[src/rtl/text_pkg.sv]
// Shared constants and types for the text overlay: glyph geometry,
// the blank character code and the message-buffer write states.
package text_pkg;

    localparam int         GLYPH_W     = 16;
    localparam int         GLYPH_H     = 16;
    localparam logic [4:0] CHAR_BLANK  = 5'd31;
    localparam logic [4:0] FIRST_BLANK = 5'd26;

    typedef enum logic {
        SHOW,
        LOAD
    } wr_state_t;

    function automatic logic is_blank(input logic [4:0] code);
        return code >= FIRST_BLANK;
    endfunction

endpackage

[src/rtl/text_msg_buf.sv]
// Message register file with its valid/ready write port. A message is
// collected in LOAD and only becomes visible once it is terminated.
module text_msg_buf
    import text_pkg::*;
#(
    parameter int MSG_LEN = 16
) (
    input  logic       clk,
    input  logic       rst,
    input  logic       wr_en_i,
    input  logic [4:0] wr_char_i,
    input  logic       wr_last_i,
    output logic       wr_ready_o,
    input  logic [4:0] rd_slot_i,
    output logic [4:0] rd_char_o,
    output logic [5:0] msg_len_o,
    output logic       in_load_o
);

    localparam int PTR_W = (MSG_LEN > 1) ? $clog2(MSG_LEN) : 1;

    wr_state_t  state_q, state_d;
    logic [4:0] wr_ptr_q, wr_ptr_d;
    logic [5:0] msg_len_q, msg_len_d;
    logic       gap_q, gap_d;
    logic [4:0] mem_q [MSG_LEN];
    logic       accept;
    logic       done;

    assign wr_ready_o = !gap_q;
    assign accept     = wr_en_i && wr_ready_o;
    assign done       = accept && (wr_last_i || wr_ptr_q == 5'(MSG_LEN - 1));
    assign in_load_o  = (state_q == LOAD);
    assign msg_len_o  = msg_len_q;

    // Slots beyond the buffer read as blank so stray indices never light pixels.
    assign rd_char_o = ({1'b0, rd_slot_i} < 6'(MSG_LEN)) ? mem_q[rd_slot_i[PTR_W-1:0]]
                                                         : CHAR_BLANK;

    always_comb begin
        state_d   = state_q;
        wr_ptr_d  = wr_ptr_q;
        msg_len_d = msg_len_q;
        gap_d     = 1'b0;
        if (done) begin
            state_d   = SHOW;
            wr_ptr_d  = '0;
            msg_len_d = 6'(wr_ptr_q) + 6'd1;
            gap_d     = 1'b1;
        end else if (accept) begin
            state_d  = LOAD;
            wr_ptr_d = wr_ptr_q + 5'd1;
        end
    end

    always_ff @(posedge clk or posedge rst) begin
        if (rst) begin
            state_q   <= SHOW;
            wr_ptr_q  <= '0;
            msg_len_q <= '0;
            gap_q     <= 1'b0;
        end else begin
            state_q   <= state_d;
            wr_ptr_q  <= wr_ptr_d;
            msg_len_q <= msg_len_d;
            gap_q     <= gap_d;
        end
    end

    always_ff @(posedge clk or posedge rst) begin
        if (rst) begin
            for (int i = 0; i < MSG_LEN; i++) mem_q[i] <= CHAR_BLANK;
        end else if (accept) begin
            mem_q[wr_ptr_q[PTR_W-1:0]] <= wr_char_i;
        end
    end

endmodule

[src/rtl/text_renderer.sv]
// Two-stage text overlay: stage 1 maps the pixel to a glyph lookup,
// stage 2 registers the returned font bit into text_on.
module text_renderer
    import text_pkg::*;
#(
    parameter int         MSG_LEN    = 16,
    parameter logic [9:0] ORIGIN_X   = 10'd192,
    parameter logic [9:0] ORIGIN_Y   = 10'd224,
    parameter int         SCALE_LOG2 = 1
) (
    input  logic       vga_clk,
    input  logic       sys_rst,
    input  logic [9:0] pix_x,
    input  logic [9:0] pix_y,
    input  logic       pix_valid,
    input  logic       frame_start,
    input  logic       wr_en,
    input  logic [4:0] wr_char,
    input  logic       wr_last,
    output logic       wr_ready,
    input  logic       blink_en,
    output logic [4:0] letter_i,
    output logic [3:0] letter_x,
    output logic [3:0] letter_y,
    input  logic       letter_o,
    output logic       text_valid,
    output logic       text_on
);

    logic [9:0]  dx, dy;
    logic [11:0] box_w, box_h;
    logic [4:0]  slot, rd_char;
    logic [5:0]  msg_len;
    logic        in_load;
    logic        hit_d, blank_d, text_on_d;
    logic [4:0]  letter_i_d;

    logic [4:0]  letter_i_q;
    logic [3:0]  letter_x_q, letter_y_q;
    logic        hit1_q, blank1_q, valid1_q;
    logic        text_on_q, text_valid_q;
    logic [5:0]  frame_cnt_q;

    text_msg_buf #(.MSG_LEN(MSG_LEN)) u_buf (
        .clk        (vga_clk),
        .rst        (sys_rst),
        .wr_en_i    (wr_en),
        .wr_char_i  (wr_char),
        .wr_last_i  (wr_last),
        .wr_ready_o (wr_ready),
        .rd_slot_i  (slot),
        .rd_char_o  (rd_char),
        .msg_len_o  (msg_len),
        .in_load_o  (in_load)
    );

    assign dx    = pix_x - ORIGIN_X;
    assign dy    = pix_y - ORIGIN_Y;
    assign box_w = 12'(msg_len) << (4 + SCALE_LOG2);
    assign box_h = 12'(GLYPH_H) << SCALE_LOG2;
    assign slot  = 5'(dx >> (4 + SCALE_LOG2));

    assign hit_d = pix_valid && (pix_x >= ORIGIN_X) && (pix_y >= ORIGIN_Y)
                && ({2'b00, dx} < box_w) && ({2'b00, dy} < box_h);
    assign blank_d    = is_blank(rd_char);
    assign letter_i_d = (hit_d && !blank_d) ? rd_char : 5'd0;

    // The upper counter bit selects the dark half of the 64-frame blink cycle.
    assign text_on_d = letter_o && hit1_q && !blank1_q && !in_load
                    && !(blink_en && frame_cnt_q[5]);

    always_ff @(posedge vga_clk or posedge sys_rst) begin
        if (sys_rst) begin
            letter_i_q <= '0;
            letter_x_q <= '0;
            letter_y_q <= '0;
            hit1_q     <= 1'b0;
            blank1_q   <= 1'b0;
            valid1_q   <= 1'b0;
        end else begin
            letter_i_q <= letter_i_d;
            letter_x_q <= 4'(dx >> SCALE_LOG2);
            letter_y_q <= 4'(dy >> SCALE_LOG2);
            hit1_q     <= hit_d;
            blank1_q   <= blank_d;
            valid1_q   <= pix_valid;
        end
    end

    always_ff @(posedge vga_clk or posedge sys_rst) begin
        if (sys_rst) begin
            text_on_q    <= 1'b0;
            text_valid_q <= 1'b0;
            frame_cnt_q  <= '0;
        end else begin
            text_on_q    <= text_on_d;
            text_valid_q <= valid1_q;
            if (frame_start) frame_cnt_q <= frame_cnt_q + 6'd1;
        end
    end

    assign letter_i   = letter_i_q;
    assign letter_x   = letter_x_q;
    assign letter_y   = letter_y_q;
    assign text_on    = text_on_q;
    assign text_valid = text_valid_q;

endmodule

[config.mk]
export PLATFORM = sky130hd
export DESIGN_NAME = text_renderer
export DESIGN_NICKNAME = d
export VERILOG_FILES = /design/src/rtl/text_pkg.sv /design/src/rtl/text_msg_buf.sv /design/src/rtl/text_renderer.sv
export SDC_FILE = /design/constraint.sdc
export NUM_CORES = 1
export LEC_CHECK = 0
export BUFFER_PORTS_ARGS = -buffer_cell sky130_fd_sc_hd__buf_4
export CORE_UTILIZATION = 50
export DETAILED_ROUTE_END_ITERATION = 10
export PLACE_DENSITY_LB_ADDON = 0.05
export SETUP_SLACK_MARGIN = 0.5
export SYNTH_ARGS = -nofsm -noshare
export SYNTH_HDL_FRONTEND = slang
export SYNTH_SLANG_ARGS = --single-unit
[constraint.sdc]
create_clock -name vga_clk -period 7.92 [get_ports vga_clk]
set_clock_uncertainty 0.1 [all_clocks]
set_input_delay 0.396 -clock vga_clk [delete_from_list [all_inputs] [get_ports vga_clk]]
set_output_delay 0.396 -clock vga_clk [all_outputs]
set_load 0.005 [all_outputs]
==> results of run 1 <==
==> cells in the mapped netlist, drive strengths merged, types with 6 or more instances <==
library cell,number,area share
mux2,82,0.17
mux4,21,0.092
o21ai,11,0.010
ha,11,0.026
xor2,6,0.011
nand2,23,0.016
nor2,21,0.015
nor3,10,0.010
clkbuf,9,0.0063
nand3,9,0.0084
dfstp,80,0.39
dfrtp,37,0.17
a21oi,8,0.0075
inv,12,0.0084
==> per-layer routing <==
layer  routed length (um)  up-vias  global-route usage
met5                    0        -                   0
li1                     -     1481                   -
met4                  293        0              0.0972
met3                  374       19              0.0550
met1                 5060     1653               0.281
met2                 5120       76               0.347
==> flip-flops by register name, summed over array words and instances (netlist names), 4 cells and up <==
name	flops
u_buf.wr_ptr_q	5
u_buf.mem_q	80
letter_i	5
letter_y	4
u_buf.msg_len_o	6
letter_x	4
frame_cnt_q	6
==> critical path: stages (launching register included) <==
cell     delay (ns)
dfrtp_1        0.46
ha_1           0.33
and3_1         0.22
ha_1           0.22
o21ai_0        0.91
inv_1          0.17
nand2_1        0.11
o21ai_0        0.07
==> cell families after synthesis <==
kind of cell,Yosys count,share of synthesized area
AO/OA/AOI/OAI,29,0.0336
XOR/XNOR,11,0.0193
adder cells (fa/ha/maj),12,0.0275
buffers and inverters,27,0.0224
flip-flops,117,0.564
multiplexers,108,0.273
AND/OR/NAND/NOR,72,0.0601
==> through the flow <==
step | hold slack (ns) | instances | area, um2
after global placement | 0.239 | 545 | 5820
final | 0.0360 | 589 | 6580
after floorplan | 0.231 | 376 | 5370
after global routing | 0.0345 | 589 | 6580
after detailed placement | 0.275 | 545 | 5820
after CTS | 0.0185 | 589 | 6580
==> worst paths after layout <==
| path | to | depth (start not counted) | start |
|---|---|---|---|
| worst max-delay path | u_buf.msg_len_o[1] | 7 | u_buf.wr_ptr_q[0] |
| worst min-delay path | text_on | 3 | letter_o |
| worst max register to register | u_buf.msg_len_o[1] | 7 | u_buf.wr_ptr_q[0] |
| worst min register to register | text_valid | 0 | valid1_q |
| max in group asynchronous | text_valid | 4 | sys_rst |
| min in group asynchronous | letter_y[3] | 3 | sys_rst |
==> placed cells by master (no fill, tap or decap), types with 2 or more instances in the layout <==
cell type	synthesis	routed
ha_1	11	11
nor3_1	9	9
o21ai_0	9	9
o21ai_1	2	2
xor2_1	5	5
o31ai_1	2	2
nor2_1	21	21
clkbuf_16	0	16
xnor2_1	5	5
mux2i_1	5	5
a31oi_1	2	2
mux2_2	82	82
clkinv_4	0	2
mux4_1	5	5
nand2_1	23	23
clkinvlp_4	0	2
and3_1	2	2
dfrtp_1	37	37
clkbuf_1	9	2
bufinv_16	0	5
inv_1	12	11
nand4_1	2	2
clkbuf_8	0	2
a21oi_1	8	8
dfstp_2	80	80
buf_4	2	47
clkinv_2	1	3
a211oi_2	2	2
nand3_1	9	9
nand2b_1	3	3
mux4_2	16	16
dlygate4sd3_1	0	12
==> report_power, final <==
group / switching, mW / internal, mW / total, mW
Combinational: 0.124 / 0.155 / 0.279
Clock: 0.266 / 0.551 / 0.817
Sequential: 0.0576 / 0.759 / 0.817
Total: 0.447 / 1.47 / 1.91
==> final cells by class <==
| type | count | share of cell area |
|---|---|---|
| multi-input combinational | 232 | 0.337 |
| timing repair buffer | 59 | 0.0719 |
| inverter | 13 | 0.00799 |
| sequential | 117 | 0.460 |
| clock buffer | 20 | 0.0662 |
| tap | 136 | 0.0259 |
| clock inverter | 12 | 0.0306 |
==> impl_metrics.py, run 1 <==
metrics = {
    "outcome": {
        "run_status": "complete, no violations",
    },
    "sta": {
        "timing_hold_violations_final": 0,
        "finalSetupTns_ns": 0,
        "final.setup.worst_slack_ns": 5.21,
        "fin_crit_sh": 0.342,
        "grt_setup_unrepaired": "no",
        "worst_pin_slew_ns": 1.15,
        "maxSlewViolCount": 0,
        "final_setup_fails": 0,
        "timing.final.crit_period_ns": 2.71,
        "slew_headroom": 0.227,
        "fmax_mhz": 369,
    },
    "min_path": {
        "min_path_type": "in2reg",
    },
    "clock_tree": {
        "hold_buffers": 12,
        "clk-insertion-delay-late_ns": 0.52,
        "cts_num_sinks": 117,
        "htree_levels": 4,
        "ctsLongestPathBuffers": 2,
        "cts_root_buffer": "clkbuf_8",
        "number_of_buffers_inserted_to_repair_setup_after_cts": 0,
        "cts_made_buffers": 17,
        "tritoncts": "yes",
        "cts.repair.resized": 0,
        "clock_pin_transition_on_the_worst_setup_and_hold_timing_paths_ns": 0.05,
    },
    "floorplanning": {
        "floorplan.die_area_mm2": 0.0112,
        "fp.dieH_um": 106,
        "die-width_um": 106,
        "initial_core_util": 0.518,
        "core_area_mm2": 0.0104,
        "core.rowCount": 37,
        "ioPinCount": 49,
    },
    "global_route": {
        "grt_start_max_net_pins": 66,
        "globalRouteTotalUtil": 0.217,
        "grt_antenna_before_repair": 0,
        "overflow": 0,
        "grt_first_pass_wirelength_um": 17800,
        "grt_pass1_vias": 3369,
    },
    "layout": {
        "synthesis_to_layout_area_growth_pct": 22.6,
        "area_taken_by_multi_input_logic_gates_mm2": 0.00222,
        "seqCellArea_mm2": 0.00303,
        "postLayoutCoreUtil": 0.635,
        "number_of_antenna_diodes": 0,
        "n_fill_cell": 781,
        "finalNetCount": 484,
        "drive_gt1_frac": 0.576,
    },
    "drt": {
        "ant_nets": 0,
        "drcViolationCount": 0,
        "first_iter_violations": 106,
        "detailroute.via_count": 3229,
        "post_drt_via_cell_ratio": 5.48,
        "routed_wire_length_per_instance_um": 18.4,
        "routed_wl_um": 10800,
        "first_pass_iters": 4,
    },
    "place": {
        "portBuffers": 46,
        "pre_cts_slack_ns": 4.68,
        "hpwlAfterDp_um": 7020,
        "replace_congestion": 0.769,
    },
    "pwr": {
        "powerDensity_mw_per_mm2": 291,
        "worst_ir_drop_vdd_uv": 205,
        "power.total_mw": 1.91,
        "leakage_power_of_the_design_nw": 2.83,
    },
    "synthesis": {
        "synthFlopType": "dfstp_2",
        "synth_nets": 420,
        "synth.lib_cells_used.distinct": 37,
        "synth_enable_flop_cells": 0,
        "yosys_synthesis_warning_count": 0,
        "post_synth.cell_area_avg_um2": 14.3,
        "asyncSetResetFlopFracSynth": 1.00,
        "seq_area_frac_synth": 0.564,
        "synth_cells": 376,
        "syn_area_mm2": 0.00537,
        "postSynthRegisterBits": 117,
    },
    "critical_path": {
        "worst-r2r-setup-slack_ns": 5.21,
        "critical_path_peak_fanout": 11,
        "cp-start-kind": "register",
        "cp-end-kind": "register",
        "critPathArrivalTime_ns": 3.00,
        "critical_path_required_ns": 8.21,
        "criticalPathCategory": "reg2reg",
    },
    "flow_run": {
        "maxCapViolCount": 0,
    },
}
Note: power is estimated with default switching activity, not from simulation.
==> run 2, diff against run 1 <==
ABC_AREA = 1   (was unset)
clock period = 2.7 ns   (was 7.92 ns; I/O delays follow)
==> run 2 against run 1 <==
Net effect:
- via count rose by 38%
- final area grew 3.0%
- fmax is 38% higher
- critical path type unchanged
- synthesized cell count is 72% higher
- synthesized area increased by 3.7%
- routed wire length increased by 18%
- sequential cell count unchanged
==> impl_metrics.py, run 2 <==
metrics = {
    "synthesis": {
        "post_synth.cell_area_avg_um2": 8.63,
        "syn_area_mm2": 0.00557,
        "yosys_synthesis_warning_count": 0,
        "synth.lib_cells_used.distinct": 35,
        "synth_top_area_frac": 0.378,
        "post-synth-top-count-cell": "nand2_1",
        "synth_enable_flop_cells": 0,
        "synth_nets": 689,
        "asyncSetResetFlopFracSynth": 1.00,
        "netlist_top_cells_count": "nand2_1 (144), inv_1 (88), o21ai_0 (88)",
        "synthFlopType": "dfstp_2",
        "synth_cells": 645,
        "yosys-top-cells-area": "dfstp_2 (38%), dfrtp_1 (17%), nand2_1 (9.7%)",
        "postSynthRegisterBits": 117,
        "post-synth-top-area-cell": "dfstp_2",
        "seq_area_frac_synth": 0.544,
    },
    "drt": {
        "first_iter_violations": 327,
        "first_pass_iters": 5,
        "drcViolationCount": 0,
        "post_drt_via_cell_ratio": 5.12,
        "routed_wire_length_per_instance_um": 14.7,
        "ant_nets": 0,
        "detailroute.via_count": 4459,
        "routed_wl_um": 12800,
    },
    "critical_path": {
        "cp-end-kind": "register",
        "cp-start-kind": "register",
        "critPathArrivalTime_ns": 2.30,
        "criticalPathCategory": "reg2reg",
        "critical_path.top_delay_family": "simple AND/OR/NAND/NOR gates",
        "critical_path.n_buffers_inverters": 2,
        "startpoint_of_the_lowest_slack_register_to_register_path": "u_buf.wr_ptr_q[0]",
        "slowest_stage": "nor2_1",
        "critical_path_peak_fanout": 10,
        "timing.critical_path.slowest_cell_delay_ns": 0.51,
        "crit_path_cell_trace": "ha_1, inv_1, nor2_1, inv_1, nor2_1, nand2_1, o21ai_0",
        "r2r_cells": 7,
        "worst-r2r-setup-slack_ns": 0.73,
        "critical_path_required_ns": 3.04,
        "crit-reg2reg-capture": "u_buf.mem_q[3]",
    },
    "layout": {
        "largest_register_ff_count": 80,
        "mostFrequentLayoutCell": "nand2_1",
        "seqCellArea_mm2": 0.00303,
        "area_taken_by_multi_input_logic_gates_mm2": 0.00203,
        "drive_gt1_frac": 0.245,
        "mostFrequentLayoutCells": "nand2_1 (144), o21ai_0 (88), inv_1 (87)",
        "finalNetCount": 764,
        "n_fill_cell": 957,
        "top_register_by_number_of_flip_flops": "u_buf.mem_q",
        "number_of_antenna_diodes": 0,
        "synthesis_to_layout_area_growth_pct": 21.7,
        "postLayoutCoreUtil": 0.625,
    },
    "clock_tree": {
        "clock_pin_transition_on_the_worst_setup_and_hold_timing_paths_ns": 0.05,
        "htree_levels": 4,
        "clk-insertion-delay-late_ns": 0.53,
        "cts_made_buffers": 17,
        "ctsLongestPathBuffers": 2,
        "tritoncts": "yes",
        "cts_root_buffer": "clkbuf_8",
        "number_of_buffers_inserted_to_repair_setup_after_cts": 0,
        "cts_num_sinks": 117,
    },
    "floorplanning": {
        "die-width_um": 108,
        "core_area_mm2": 0.0108,
        "fp.dieH_um": 108,
        "floorplan.die_area_mm2": 0.0116,
        "ioPinCount": 49,
        "initial_core_util": 0.514,
        "core.rowCount": 38,
    },
    "sta": {
        "worst_pin_slew_ns": 0.707,
        "final_setup_fails": 0,
        "timing_hold_violations_final": 0,
        "fin_crit_sh": 0.728,
        "maxSlewViolCount": 0,
        "grt_setup_unrepaired": "no",
        "timing.final.crit_period_ns": 1.97,
        "fmax_mhz": 509,
        "slew_headroom": 0.527,
        "finalSetupTns_ns": 0,
    },
    "global_route": {
        "grt_antenna_before_repair": 0,
        "grt_first_pass_wirelength_um": 21600,
        "globalRouteTotalUtil": 0.249,
        "grt_pass1_vias": 4426,
        "overflow": 0,
        "grt_start_max_net_pins": 107,
    },
    "place": {
        "portBuffers": 46,
        "hpwlAfterDp_um": 8390,
        "replace_congestion": 0.824,
    },
    "pwr": {
        "worst_ir_drop_vdd_uv": 570,
        "leakage_power_of_the_design_nw": 3.18,
        "powerDensity_mw_per_mm2": 970,
    },
    "min_path": {
        "end_of_the_worst_hold_path": "letter_i[2]",
        "hold_depth": 7,
        "hold_path.startpoint": "pix_x[9]",
        "min_path_type": "in2reg",
    },
    "outcome": {
        "run_status": "complete, no violations",
    },
    "flow_run": {
        "maxCapViolCount": 0,
    },
}
run 2: layout make-up:
cell class,count,share of cell area
flip-flops and latches,117,0.447
inverters,94,0.0534
multi-input cells,414,0.300
well taps,140,0.0258
clock inverters,5,0.00739
repair buffers,76,0.0953
clock buffers,25,0.0715
run 2: how the worst max path moves through the flow:
| stage | start | depth (start not counted) | endpoint | slack [ns] |
|---|---|---|---|---|
| final | u_buf.wr_ptr_q[0] | 7 | u_buf.mem_q[3] | 0.73 |
| after global routing | u_buf.wr_ptr_q[0] | 7 | u_buf.mem_q[3] | 0.58 |
| after CTS | u_buf.wr_ptr_q[0] | 7 | u_buf.mem_q[3] | 0.76 |
| after detailed placement | pix_x[6] | 11 | letter_i[1] | 0.57 |
| after global placement | pix_x[6] | 11 | letter_i[0] | 0.58 |
| after floorplan | u_buf.wr_ptr_q[0] | 8 | u_buf.wr_ptr_q[0] | 1.02 |
run 2: routing by layer:
layer / track usage / part of all wire
met5: 0 / 0
met4: 0.104 / 0.021
met3: 0.0599 / 0.045
met2: 0.388 / 0.48
met1: 0.332 / 0.45
run 2: timing repair:
action,4_1_cts,5_1_grt
hold buffers,25,0
resized for setup,0,0
endpoints found under the setup margin,0,0
endpoints found under the hold margin,134,0
run 2: per-stage QoR:
stage                     hold WS, ns  instances  power [mW]  instance area, um2  setup slack [ns]
after global routing            0.114        871        7.02                6780             0.578
after global placement        0.00352        816        4.47                5990             0.576
after detailed placement       0.0147        816        4.54                5990             0.573
after floorplan                0.0664        645        4.14                5570              1.02
final                          0.0700        871        6.57                6780             0.734
after CTS                      0.0471        871        6.64                6780             0.757
run 2: logic make-up after synthesis:
logic type      count (synthesis)  share of synthesized area
mux                             1                    0.00202
compound gates                133                      0.128
buf+inv                       114                     0.0910
fa+ha+maj                      11                     0.0247
xor+xnor                        8                     0.0126
simple gates                  261                      0.198
flops                         117                      0.544
run 2: report_power, final:
part           leakage [nW]  switching, mW  internal (mW)
clock network         0.268          0.721           1.30
registers              1.31          0.282           2.79
logic                  1.61          0.899          0.581
total                  3.18           1.90           4.67
run 2: worst reg2reg max path, cell delays in order (launching register included):
cell     delay, ns
dfrtp_1       0.43
ha_1          0.22
inv_1         0.06
nor2_1        0.17
inv_1         0.12
nor2_1        0.51
nand2_1       0.13
o21ai_0       0.13
